### src/rtl/reflet_mem_arbiter.sv
// reflet_mem_arbiter: shares one RAM port between the CPU and a secondary master
module reflet_mem_arbiter #(
  parameter int wordsize     = 16,
  parameter int ram_latency  = 2,
  parameter int starve_limit = 4
) (
  input  logic                clk,
  input  logic                reset,
  input  logic                m0_req,
  input  logic                m0_we,
  input  logic [wordsize-1:0] m0_addr,
  input  logic [wordsize-1:0] m0_wdata,
  output logic [wordsize-1:0] m0_rdata,
  output logic                m0_ack,
  input  logic                m1_req,
  input  logic                m1_we,
  input  logic [wordsize-1:0] m1_addr,
  input  logic [wordsize-1:0] m1_wdata,
  output logic [wordsize-1:0] m1_rdata,
  output logic                m1_ack,
  output logic [wordsize-1:0] ram_addr,
  output logic [wordsize-1:0] ram_data_out,
  input  logic [wordsize-1:0] ram_data_in,
  output logic                ram_write_en,
  output logic                owner,
  output logic                busy
);
  typedef enum logic [1:0] {IDLE, ACCESS, RELEASE} state_t;
  localparam int sw = $clog2(starve_limit + 1);
  localparam logic [sw-1:0] starve_max = sw'(starve_limit);
  state_t state_q, state_d;
  logic [3:0] lat_q, lat_d;
  logic [sw-1:0] starve_q, starve_d;
  logic owner_q, owner_d, we_q, we_d, pick1;
  logic [wordsize-1:0] addr_q, addr_d, wdata_q, wdata_d, rd0_q, rd0_d, rd1_q, rd1_d;
  // port 1 wins when alone, or when port 0 has starved it for starve_limit grants
  assign pick1 = m1_req && (!m0_req || starve_q == starve_max);
  always_comb begin
    state_d  = state_q;
    lat_d    = lat_q;
    starve_d = starve_q;
    owner_d  = owner_q;
    we_d     = we_q;
    addr_d   = addr_q;
    wdata_d  = wdata_q;
    rd0_d    = rd0_q;
    rd1_d    = rd1_q;
    case (state_q)
      IDLE: begin
        starve_d = (!m1_req || pick1) ? '0 :
                   (m0_req && starve_q != starve_max) ? starve_q + 1'b1 : starve_q;
        if (m0_req || m1_req) begin
          state_d = ACCESS;
          lat_d   = 4'(ram_latency);
          owner_d = pick1;
          we_d    = pick1 ? m1_we : m0_we;
          addr_d  = pick1 ? m1_addr : m0_addr;
          wdata_d = pick1 ? m1_wdata : m0_wdata;
        end
      end
      ACCESS: begin
        lat_d = lat_q - 1'b1;
        if (lat_q == 4'd1) begin
          state_d = RELEASE;
          rd0_d   = (!we_q && !owner_q) ? ram_data_in : rd0_q;
          rd1_d   = (!we_q && owner_q) ? ram_data_in : rd1_q;
        end
      end
      default: state_d = IDLE;
    endcase
  end
  always_ff @(posedge clk) begin
    if (!reset) begin
      state_q  <= IDLE;
      lat_q    <= '0;
      starve_q <= '0;
      owner_q  <= 1'b0;
      we_q     <= 1'b0;
      addr_q   <= '0;
      wdata_q  <= '0;
      rd0_q    <= '0;
      rd1_q    <= '0;
    end else begin
      state_q  <= state_d;
      lat_q    <= lat_d;
      starve_q <= starve_d;
      owner_q  <= owner_d;
      we_q     <= we_d;
      addr_q   <= addr_d;
      wdata_q  <= wdata_d;
      rd0_q    <= rd0_d;
      rd1_q    <= rd1_d;
    end
  end
  assign busy         = state_q != IDLE;
  assign owner        = busy && owner_q;
  assign ram_addr     = busy ? addr_q : '0;
  assign ram_data_out = busy ? wdata_q : '0;
  assign ram_write_en = state_q == ACCESS && lat_q == 4'(ram_latency) && we_q;
  assign m0_ack       = state_q == RELEASE && !owner_q;
  assign m1_ack       = state_q == RELEASE && owner_q;
  assign m0_rdata     = rd0_q;
  assign m1_rdata     = rd1_q;
endmodule
### config.mk
export PLATFORM = sky130hd
export DESIGN_NAME = reflet_mem_arbiter
export DESIGN_NICKNAME = d
export VERILOG_FILES = /design/src/rtl/reflet_mem_arbiter.sv
export SDC_FILE = /design/constraint.sdc
export NUM_CORES = 1
export LEC_CHECK = 0
export ABC_AREA = 1
export CAP_MARGIN = 5
export CORE_MARGIN = 1.5
export CORE_UTILIZATION = 45
export CTS_BUF_LIST = sky130_fd_sc_hd__clkbuf_2
export CTS_CLUSTER_DIAMETER = 60
export DETAILED_ROUTE_END_ITERATION = 16
export MAX_ROUTING_LAYER = met4
export PLACE_DENSITY = 0.88
export SYNTH_ARGS = -nofsm -noshare
export SYNTH_HDL_FRONTEND = slang
export SYNTH_SLANG_ARGS = --single-unit
### constraint.sdc
create_clock -name clk -period 3.6 [get_ports clk]
set_input_delay 0.36 -clock clk [delete_from_list [all_inputs] [get_ports clk]]
set_output_delay 0.36 -clock clk [all_outputs]
set_load 0.1 [all_outputs]
==> results.md <==
* Die area at 0.00899 mm2
* Final instance area at ~0.0054 mm2
* Post-synthesis cell area at around 0.0038 mm2
* Unique masters post-synth at 22
* Post_cts resized at 0
* Post-DP HPWL at 7840 um
* Pin count of the biggest net entering global routing at 39
* Initial antenna violation count at 0
* Number of synthesized flops with an enable pin at 0
* Share of layout cells above drive strength 1 at 5.34%
* Min Tclk post-route at 3.18 ns
* Final hold violations at 0
* Peak VDD IR at 0.243 mV
* Sequential fraction of design power at 41.6%
* Die W at 94.8 um
* Crit path launch type: register
* Final setup viols at 0
* DRC Markers at 0
* Max Cap Viol at 0
* PortBufs at 154
* Die height at 94.8 um
* Worst-margin pin slew at 1.01 ns
* P_sw at 856 uW
* Total Wirelength at about 11,000 um
* Syn nets at a little under 700
* Routed vias at 4,155
* Setup CP Type: register to output port
* Pwr Density at around 410 mW/mm2
* Fmax at 0.314 GHz
* Tot GR Track Use at 24.0%
* Syn. warnings at 0
* Fin crit share at 88.4%
* Per-cell routed wire length at 12.6 um
* Final #Nets at 817
* Syn avg cell area at around 6.4 um2
* Clk_skew at between 0.02 and 0.03 ns
* I/O pin cnt at about 160
* First-pass GRT wire length at 16,200 um
* CP Max Fanout at 37
* Clock Sinks at 75
* Vias in the first global route at 3,803
* Switching Share at between 30 and 40%
* Clock Latency Late Sink at 0.50 ns
* H-Tree Depth at 3
* DRT iter0 DRCs at 167
* CTS tree: yes
* Static leakage at between 0.002 and 0.003 uW
* Rel. slew slack at 32.6%
* Num CTS Buffers at 9
* Clock Power Share at 23.2%
* Number of antenna diodes at 0
* Initial Util at 46.4%
* Placed Area at 0.00531 mm2
* Clk slew on worst S/H paths at 0.21 ns
* Area delta synth->final at 43.5%
* Critical Path RT at approximately 3.2 ns
* Synth Flop Type: dfxtp_1
* Seq/Total Area, Yosys at 39.6%
* Setup TNS at 0 ns
* Outcome: completed
* ANT nets after route at 0
* Post-synth ARST share at 0%
* Synthesized flop and latch total at between 70 and 80
* Critical path arrival at between 2 and 3 ns
* Comb pwr share at 35.2%
* Overflow after GRT at 0
* Post-CTS setup buffer count at 0
* Syn Inst Count at 589
* Area of the core at 0.00818 mm2
* Hold crit path type: input pin to register
* Nature of the critical path endpoint: output port
* Row count at 33
* Final Slew Violations at 0
* Int Pwr at 1360 uW
* Clock buffer depth at 2
* RD Place Congestion at 0.892
* RSZ-0062 raised after global routing: false
* DRT Pass-1 Iters at 4
* Via density at between 4 and 5
* CTS Hold Bufs at 0
* CTS root buf: clkbuf_2
cells in the final DEF (no fill, tap or decap), types with 2 or more instances in the layout:
cell type	n
a21oi_1	39
buf_4	8
bufinv_16	2
clkbuf_2	10
clkdlybuf4s50_1	151
clkinv_1	3
dfxtp_1	75
ha_1	5
inv_1	92
inv_2	2
nand2_1	131
nand2_4	2
nand3_1	90
nor2_1	98
nor2_2	6
nor2_4	5
nor3_1	3
o21ai_0	4
final timing paths:
check / startpoint / endpoint / slack, ns / depth (start not counted)
worst max register to register: state_q[0]$_SDFFE_PN0P_ / wdata_q[9]$_SDFFE_PN0P_ / 1.33 / 6
worst min-delay path: ram_data_in[2] / m0_rdata[2]$_SDFFE_PN0P_ / 0.46 / 5
worst max-delay path: state_q[0]$_SDFFE_PN0P_ / ram_data_out[0] / 0.42 / 3
worst min register to register: m1_rdata[9]$_SDFFE_PN0P_ / m1_rdata[9]$_SDFFE_PN0P_ / 0.49 / 2
synthesized netlist by cell type, types with 4 or more instances:
cell type | number | area (um2)
a21oi_1 | 39 | 195
buf_2 | 7 | 35.0
buf_6 | 6 | 67.6
clkbuf_1 | 18 | 67.6
dfxtp_1 | 75 | 1500
ha_1 | 5 | 62.6
inv_1 | 92 | 345
nand2_1 | 131 | 492
nand3_1 | 90 | 450
nor2_1 | 98 | 368
nor2_2 | 6 | 37.5
nor2_4 | 5 | 56.3
o21ai_0 | 4 | 20.0
power groups by stage:
stage / registers [uW] / clock network (uW) / logic, uW
2_1_floorplan: 1000 / 0 / 493
3_3_place_gp: 939 / 0 / 761
3_5_place_dp: 942 / 0 / 777
4_1_cts: 924 / 523 / 780
5_1_grt: 932 / 555 / 838
6_report: 924 / 515 / 781
metrics by stage:
stage	worst slack, ns	std cells	hold WS (ns)	utilization (%)	power, uW
3_3_place_gp	1.04	820	0.452	65.0	1700
4_1_cts	0.410	836	0.429	66.6	2230
6_report	0.419	836	0.463	66.6	2220
3_5_place_dp	0.946	820	0.460	65.0	1720
2_1_floorplan	0.684	589	0.449	-	1500
5_1_grt	0.282	836	0.461	66.6	2320
critical path: stages (launching register included):
cell and delay, ns:
dfxtp_1 0.44, nor2_4 0.70, nor2_1 0.15, clkdlybuf4s50_1 1.01
logic make-up after synthesis:
| kind of cell | after synthesis | synth area share (%) |
|---|---|---|
| AOI/OAI and AO/OA | 44 | 5.91 |
| xor gates and xnor gates | 1 | 0.231 |
| adders and majority gates | 5 | 1.65 |
| buffers and inverters | 128 | 14.2 |
| DFF | 75 | 39.6 |
| and+or+nand+nor | 336 | 38.4 |
state kept, by name, indices dropped and copies added (netlist names):
name	cells
addr_q	16
lat_q	4
m0_rdata	16
m1_rdata	16
owner_q	1
starve_q	3
state_q	2
wdata_q	16
we_q	1
final cells by class:
cell class	instances	area, um2
clock buffer	10	50.0
clock inverter	6	80.1
fill	674	2730
inverter	95	357
multi-input combinational	386	1750
sequential	75	1500
tap	105	131
timing repair buffer	159	1570
metal layers:
metal / global-route usage, % / up-vias / wire [um]
met1: 25.9 / 1886 / 4250
met2: 41.5 / 186 / 5150
met3: 6.20 / 13 / 979
met4: 9.70 / 0 / 193
li1: - / 2070 / -
met5: - / - / 0
(Power assumes the default switching activity.)
